**src/rtl/matmul_operand_sequencer.sv**
```systemverilog
// Operand sequencer for the 5x5 signed 8-bit matrix multiply: streams row/column
// pairs to a free-running inner-product unit and assembles the returned bytes into C.
module matmul_operand_sequencer #(
  parameter int IP_LATENCY = 1
) (
  input  logic         clk,
  input  logic         rst,
  input  logic         start,
  input  logic [199:0] mat_a,
  input  logic [199:0] mat_b,
  output logic [39:0]  ip_lin,
  output logic [39:0]  ip_col,
  output logic         ip_valid,
  input  logic [7:0]   ip_result,
  input  logic         ip_ovf,
  output logic         busy,
  output logic         done,
  output logic [199:0] mat_c,
  output logic [24:0]  ovf_map,
  output logic         ovf_any
);

  typedef enum logic [1:0] {IDLE, ISSUE, DRAIN} state_t;

  state_t       r_state;
  state_t       w_stateNext;

  logic [199:0] r_matA;
  logic [199:0] r_matB;
  logic [191:0] r_capBuf;
  logic [23:0]  r_ovfBuf;
  logic [2:0]   r_row;
  logic [2:0]   r_col;
  logic         r_pipeValid [0:IP_LATENCY];
  logic [4:0]   r_pipeIdx   [0:IP_LATENCY];

  logic         w_load;
  logic         w_advance;
  logic         w_finish;
  logic         w_capture;
  logic         w_lastCapture;
  logic         w_nextValid;
  logic [2:0]   w_nextRow;
  logic [2:0]   w_nextCol;
  logic [4:0]   w_nextIdx;
  logic [199:0] w_srcA;
  logic [199:0] w_srcB;
  logic [39:0]  w_nextLinVec;
  logic [39:0]  w_nextColVec;

  // Stage 0 of the pipe is the element currently on ip_lin/ip_col; stage IP_LATENCY
  // is the element whose product is on ip_result this cycle.
  assign ip_valid      = r_pipeValid[0];
  assign w_capture     = r_pipeValid[IP_LATENCY];
  assign w_lastCapture = r_pipeValid[IP_LATENCY] && (r_pipeIdx[IP_LATENCY] == 5'd24);

  always_ff @(posedge clk or posedge rst) begin
    if (rst) begin
      r_state <= IDLE;
    end else begin
      r_state <= w_stateNext;
    end
  end

  always_comb begin
    w_stateNext = r_state;
    w_load      = 1'b0;
    w_advance   = 1'b0;
    w_finish    = 1'b0;
    case (r_state)
      IDLE: begin
        if (start) begin
          w_load      = 1'b1;
          w_stateNext = ISSUE;
        end
      end
      ISSUE: begin
        if (r_pipeIdx[0] == 5'd24) begin
          w_stateNext = DRAIN;
        end else begin
          w_advance = 1'b1;
        end
      end
      DRAIN: begin
        if (w_lastCapture) begin
          w_finish    = 1'b1;
          w_stateNext = IDLE;
        end
      end
      default: w_stateNext = IDLE;
    endcase
  end

  // Column index runs fastest; an idle or draining issue slot drives element 0 as zeros.
  always_comb begin
    w_nextValid = w_load | w_advance;
    w_nextRow   = 3'd0;
    w_nextCol   = 3'd0;
    w_nextIdx   = 5'd0;
    if (w_advance) begin
      w_nextIdx = r_pipeIdx[0] + 5'd1;
      if (r_col == 3'd4) begin
        w_nextRow = r_row + 3'd1;
      end else begin
        w_nextRow = r_row;
        w_nextCol = r_col + 3'd1;
      end
    end
  end

  // On the launch edge the operand registers are not yet loaded, so read the ports.
  assign w_srcA = w_load ? mat_a : r_matA;
  assign w_srcB = w_load ? mat_b : r_matB;

  always_comb begin
    w_nextLinVec = w_srcA[int'(w_nextRow)*40 +: 40];
    w_nextColVec = '0;
    for (int k = 0; k < 5; k++) begin
      w_nextColVec[k*8 +: 8] = w_srcB[(k*5 + int'(w_nextCol))*8 +: 8];
    end
  end

  always_ff @(posedge clk or posedge rst) begin
    if (rst) begin
      r_matA   <= '0;
      r_matB   <= '0;
      r_capBuf <= '0;
      r_ovfBuf <= '0;
      r_row    <= '0;
      r_col    <= '0;
      for (int s = 0; s <= IP_LATENCY; s++) begin
        r_pipeValid[s] <= 1'b0;
        r_pipeIdx[s]   <= '0;
      end
      ip_lin   <= '0;
      ip_col   <= '0;
      busy     <= 1'b0;
      done     <= 1'b0;
      mat_c    <= '0;
      ovf_map  <= '0;
      ovf_any  <= 1'b0;
    end else begin
      r_row          <= w_nextRow;
      r_col          <= w_nextCol;
      r_pipeValid[0] <= w_nextValid;
      r_pipeIdx[0]   <= w_nextIdx;
      for (int s = 1; s <= IP_LATENCY; s++) begin
        r_pipeValid[s] <= r_pipeValid[s-1];
        r_pipeIdx[s]   <= r_pipeIdx[s-1];
      end
      ip_lin <= w_nextValid ? w_nextLinVec : '0;
      ip_col <= w_nextValid ? w_nextColVec : '0;
      done   <= w_finish;

      if (w_load) begin
        r_matA   <= mat_a;
        r_matB   <= mat_b;
        r_capBuf <= '0;
        r_ovfBuf <= '0;
        busy     <= 1'b1;
      end else if (w_capture && !w_lastCapture) begin
        r_capBuf[int'(r_pipeIdx[IP_LATENCY])*8 +: 8] <= ip_result;
        r_ovfBuf[r_pipeIdx[IP_LATENCY]]              <= ip_ovf;
      end

      // Element 24 goes straight from the inner-product port into the result.
      if (w_finish) begin
        mat_c   <= {ip_result, r_capBuf};
        ovf_map <= {ip_ovf, r_ovfBuf};
        ovf_any <= ip_ovf | (|r_ovfBuf);
        busy    <= 1'b0;
      end
    end
  end

endmodule

```
**config.mk**
```make
export PLATFORM = sky130hd
export DESIGN_NAME = matmul_operand_sequencer
export DESIGN_NICKNAME = d
export VERILOG_FILES = /design/src/rtl/matmul_operand_sequencer.sv
export SDC_FILE = /design/constraint.sdc
export NUM_CORES = 2
export LEC_CHECK = 0
export BUFFER_PORTS_ARGS = -buffer_cell sky130_fd_sc_hd__buf_2
export CORE_AREA = 2 2 280 282
export DETAILED_ROUTE_END_ITERATION = 12
export DIE_AREA = 0 0 282 284
export PLACE_DENSITY = 0.85
export SETUP_SLACK_MARGIN = 0.3
export SLEW_MARGIN = 20
export SYNTH_ARGS = -nofsm -noshare
export SYNTH_HDL_FRONTEND = slang
export SYNTH_SLANG_ARGS = --single-unit
```
**constraint.sdc**
```tcl
create_clock -name clk -period 40.3 [get_ports clk]
set_input_delay 6.045 -clock clk [delete_from_list [all_inputs] [get_ports clk]]
set_output_delay 6.045 -clock clk [all_outputs]
set_load 0.02 [all_outputs]
```
Yosys cells after proc, flatten, opt, wreduce, memory -nomap -nowiden
Index checks and enable logic that the tools add are counted.
{ "op_classes": {"add_sub_neg": 8, "mul": 1, "order_cmp": 2, "eq_ne": 8, "shift": 8, "n_mux": 29, "n_bitwise": 2, "n_reduce_logical": 9} }
{ "op_table": {"columns": ["op", "n"], "rows": [
  ["200-bit 2-to-1 mux", 2],
  ["200-bit by 9-bit indexed part select with 8-bit output", 2],
  ["192-bit 2-to-1 mux", 2],
  ["200-bit by 10-bit indexed part select with 40-bit output", 1],
  ["200-bit by 10-bit indexed part select with 8-bit output", 1],
  ["200-bit by 7-bit indexed part select with 8-bit output", 1],
  ["200-bit by 8-bit indexed part select with 8-bit output", 1],
  ["192-bit bitwise mux", 1],
  ["8-bit by 33-bit variable shift with 192-bit output (first input constant)", 1],
  ["8-bit by 33-bit indexed part select with 192-bit output", 1],
  ["40-bit 2-to-1 mux", 2],
  ["24-bit 2-to-1 mux", 2],
  ["8-bit negator with 33-bit output", 1],
  ["24-bit bitwise mux", 1],
  ["24-bit OR reduction", 1],
  ["3-bit 2-to-1 mux", 4],
  ["4-bit by 3-bit adder with 5-bit output (first input constant)", 2],
  ["5-bit equality test (second input constant)", 2],
  ["1-bit 2-to-1 mux", 9],
  ["3-bit by 1-bit adder with 3-bit output (second input constant)", 2],
  ["5-bit by 3-bit adder with 6-bit output (first input constant)", 1],
  ["5-bit by 6-bit less-than comparator with 1-bit output (second input constant)", 1],
  ["3-bit by 3-bit multiplier with 6-bit output (second input constant)", 1],
  ["2-bit 2-to-1 mux", 3],
  ["other kinds (16)", 22]
]} }
{ "word_totals": {"reg_bits": 944, "in_bits": 412, "out_inout_bits": 309, "elab_cells": 85} }

Longest topological paths before layout
{ "depth": {"word_depth": 7, "depth_mapped": 14, "ltp_nobuf": 10} }

Least setup slack after synthesis
OpenSTA, ideal clock, no wires.
{ "synth_path": {"path_kind": "input-to-reg", "from": "in start", "to": "reg ip_col[29]", "setup_ns": 0.138, "arrival_time_ns": 7.571, "required_ns": 40.162, "setup_slack_ns": 32.591, "path_stages": 7, "path_buffers": 2, "path_cell_list": "nor3b_1 buf_2 buf_2 mux2_2 mux2_2 a22oi_1 o211ai_1"} }
{ "synth_between": {"elab_chain_cells": 5, "elab_cells_between_ends": 6, "classes_between": "shift (1); mux (4); bitwise (1)"} }
{ "synth_rtl": {"columns": ["item", "line_no", "source"], "rows": [
  ["start: declaration", "8", "input logic start,"],
  ["1-bit 2-to-1 mux", "72", "if (start) begin"],
  ["1-bit 2-to-1 mux", "70", "case (r_state)"],
  ["200-bit 2-to-1 mux", null, null],
  ["named net w_srcB[165]", "47", "logic [199:0] w_srcB;"],
  ["200-bit by 9-bit indexed part select with 8-bit output", "119", "w_nextColVec[k*8 +: 8] = w_srcB[(k*5 + int'(w_nextCol))*8 +: 8];"],
  ["40-bit 2-to-1 mux", "152", "ip_col <= w_nextValid ? w_nextColVec : '0;"],
  ["end signal: assignment", "152", null],
  ["end: declaration", "12", "output logic [39:0] ip_col,"]
]} }
The timed path passes the listed nets, and every way through them passes these cells.
A chain may end at the register's enable or synchronous reset.

Final worst setup path
{ "layout_path": {"from": "in start", "to": "reg ip_col[25]"} }
The elaborated chain is that of the path after synthesis.

==> metrics.txt <==
Nets 4476; Crit Path Class input port to flop; worst r2r src r_state[0]; mapped cell area 0.04028 sq mm; total grt overflow 0; Die Ht 284 microns; Initial Util 0.5235; Total Neg Setup Slack 0 ps; clock network fraction of design power 0.281; sequence of cells on the critical path buf_2, nor3b_2, buf_4, buf_4, buf_4, mux2_2, mux2_2, a22oi_1, o211ai_1; CTS tree yes; Synth warnings 0; CTS sink count ~940; Max-slew headroom 0.2461; Worst EP arrival between 9000 and 10000 ps; register area share after synthesis 0.5864; Worst EP required approximately 40000 ps; run status finished clean; max_cap viols 0; Syn Area/Cell approximately 12 sq um; Area Growth Syn to Fin 19.24%; period utilisation layout 0.2356; count of pins over their slew limit 0; CP startpoint kind input port; Area contributors post-synth dfrtp_1 (59%), mux2_2 (12%), nand2_1 (7.0%); flop-to-flop setup slack 35650 ps; post-layout min period between 9000 and 10000 ps; Non-Filler Instances 5226; via count roughly 30000; endpoint type of the worst setup path flop; final RePlAce weighted congestion about 1; CP endpoint ip_col[25]; DRC violations left 0; postcts setup bufs 0; Post-synth EDFFs 0; P_leak 22.60 nW; Core Rows between 100 and 150; post-synth top area share 0.5864; met2 GRT Util 0.4732; synthesized instance count about 3400; global-route wire length before repair approximately 190000 microns; number of global-route vias before repair 30940; ANT nets after route 0; Skew-Pair Late Insertion Delay around 680 ps; dpl hpwl about 85000 microns; Yosys cell types 73; capturing point of the worst reg2reg path ip_col[25]; Iter 0 DRT Violations roughly 3000; Root Driver clkbuf_16; part of the power in registers 0.402; PwrDens between 60 and 70 mW/mm^2; cts hold-fix bufs 0; Placed Instances about 5000; Cell Area, Placed 0.04455 sq mm; All-Layer GR Usage 0.3032; ratio of cells with drive above 1 in the final layout 0.3502; Layout Skew between 50 and 60 ps; CP startpoint start; syn_nets just under 4000; Design Area, Final around 0.048 sq mm; Worst path most repeated cell buf_4; met3 GRT Util 0.08307; Synth area leader dfrtp_1; CP max stage delay ~940 ps; Core Region 0.07696 sq mm; Net Switching roughly 1.1 mW; Critical-path top delay cell buf_4; Pre-Repair DR Iteration Count 6; die area ~0.080 sq mm; Seq cells post-synth 944; part of the power in combinational logic 0.317; vias per cell 5.909; CTS Buf Count 95; hold crit path type flop to flop; # port buffers 720; fmax about 110 MHz; I/O pin total between 700 and 800; R2R depth 8; RSZ-0062 raised after global routing false; Int Power roughly 2.1 mW; # setup viols final 0; width of the die roughly 280 microns; fin util 0.6242; post-CTS sizing 0; Worst Tran Pin Value about 1100 ps; Avg WL per Cell roughly 24 microns; ys flop type dfrtp_1; CTS clk-pin slew, worst paths roughly 60 ps; Most Used Layer, Global Route met2; asr flop ratio synth 1.000; initial antenna violation count between 70 and 80; Post-Route WL 123600 microns; sw frac 0.3499; Clock Tree Buf Depth 3; largest net degree at the start of global routing around 160; Critical Path Fanout Max 86; final hold violation count 0; grt met1 use 0.3746; peak supply drop 0.06199 mV; H-Tree Depth 3
-- kinds of logic after synthesis --
family / share of synthesized area
multiplexers: 0.1686
adder cells (fa/ha/maj): 0.003416
buffers and inverters: 0.03106
XOR/XNOR: 0.002112
AND/OR/NAND/NOR: 0.1212
AO/OA/AOI/OAI: 0.08721
flip-flops: 0.5864
-- sequential cells by signal, indices dropped and copies added (netlist names) --
register   flops
r_ovfBuf      24
ip_valid       1
done           1
busy           1
mat_c        200
w_capture      1
r_row          3
ip_col        40
r_matB       200
ovf_map       25
r_pipeIdx     10
ip_lin        40
r_capBuf     192
r_matA       200
ovf_any        1
r_state        2
r_col          3
-- through the flow --
stage               power, mW  hold WS [ps]  worst slack (ps)
finish                  3.263         395.7             30800
global route            3.413         417.9             30550
CTS                     3.251         407.9             30880
detailed placement      2.331         393.1             30210
global placement        2.286         397.5             30250
floorplan               2.034         392.1              7707
-- how the worst min path moves through the flow --
stage,startpoint,endpoint,slack [ps],depth (start not counted)
floorplan,r_pipeIdx[9],r_pipeIdx[4],390,0
global placement,ip_valid,w_capture,400,0
detailed placement,ip_valid,w_capture,390,0
CTS,ip_valid,w_capture,410,0
global route,ip_valid,w_capture,420,0
finish,ip_valid,w_capture,400,0
-- layout make-up --
type	instances	area, sq um
Antenna cell	60	150.1
Clock buffer	139	2764
Clock inverter	31	518.0
Fill cell	5778	28920
Inverter	56	220.2
Multi-Input combinational cell	2194	15490
Sequential cell	944	23620
Tap cell	1040	1301
Timing Repair Buffer	762	3966
-- layout by cell type, fill, tap and decap left out, drive strengths merged, types with 40 or more instances in the layout --
cell	Yosys	layout
clkbuf	129	139
nand3	70	70
diode	0	60
nor2	76	76
inv	55	56
mux2i	98	98
o211ai	114	114
mux2	436	436
o2111ai	40	40
dfrtp	944	944
nand2b	80	80
a21oi	101	101
o21ai	99	99
mux4	40	40
nand2	755	755
a22o	67	67
buf	97	762
-- layer usage --
metal	wire length (microns)	share of wire	up-vias
met5	186	0.0015	-
met4	7912	0.064	28
met3	11240	0.091	422
met2	58300	0.47	1592
met1	45970	0.37	15560
li1	-	-	13280
-- worst max-delay path: cells and delay by family --
family	cells	cell delay, ps
and+or+nand+nor	1	190
muxes	2	700
buffers and inverters	4	2600
AOI/OAI and AO/OA	2	330
-- cells in the mapped netlist (15+ instances only) --
cell and n:
a22oi_1 15, a21oi_1 101, nor2_1 73, nand2b_1 80
mux4_2 40, mux2i_1 98, o211ai_1 114, nand4_1 20
a22o_1 67, nand3_1 68, clkbuf_1 129, nand2_1 755
buf_4 26, a32o_1 15, o2111ai_1 40, mux2_2 436
inv_1 55, or2_2 18, buf_2 64, dfrtp_1 944
o21ai_0 93, o41ai_1 16
-- power by group through the flow --
stage | registers [mW] | logic, mW | clock network [mW]
after floorplan | 1.35 | 0.688 | 0
after global placement | 1.31 | 0.975 | 0
after detailed placement | 1.32 | 1.01 | 0
after CTS | 1.31 | 1.02 | 0.924
after global routing | 1.33 | 1.12 | 0.964
final | 1.31 | 1.03 | 0.916
Note: power is estimated with default switching activity, not from simulation.
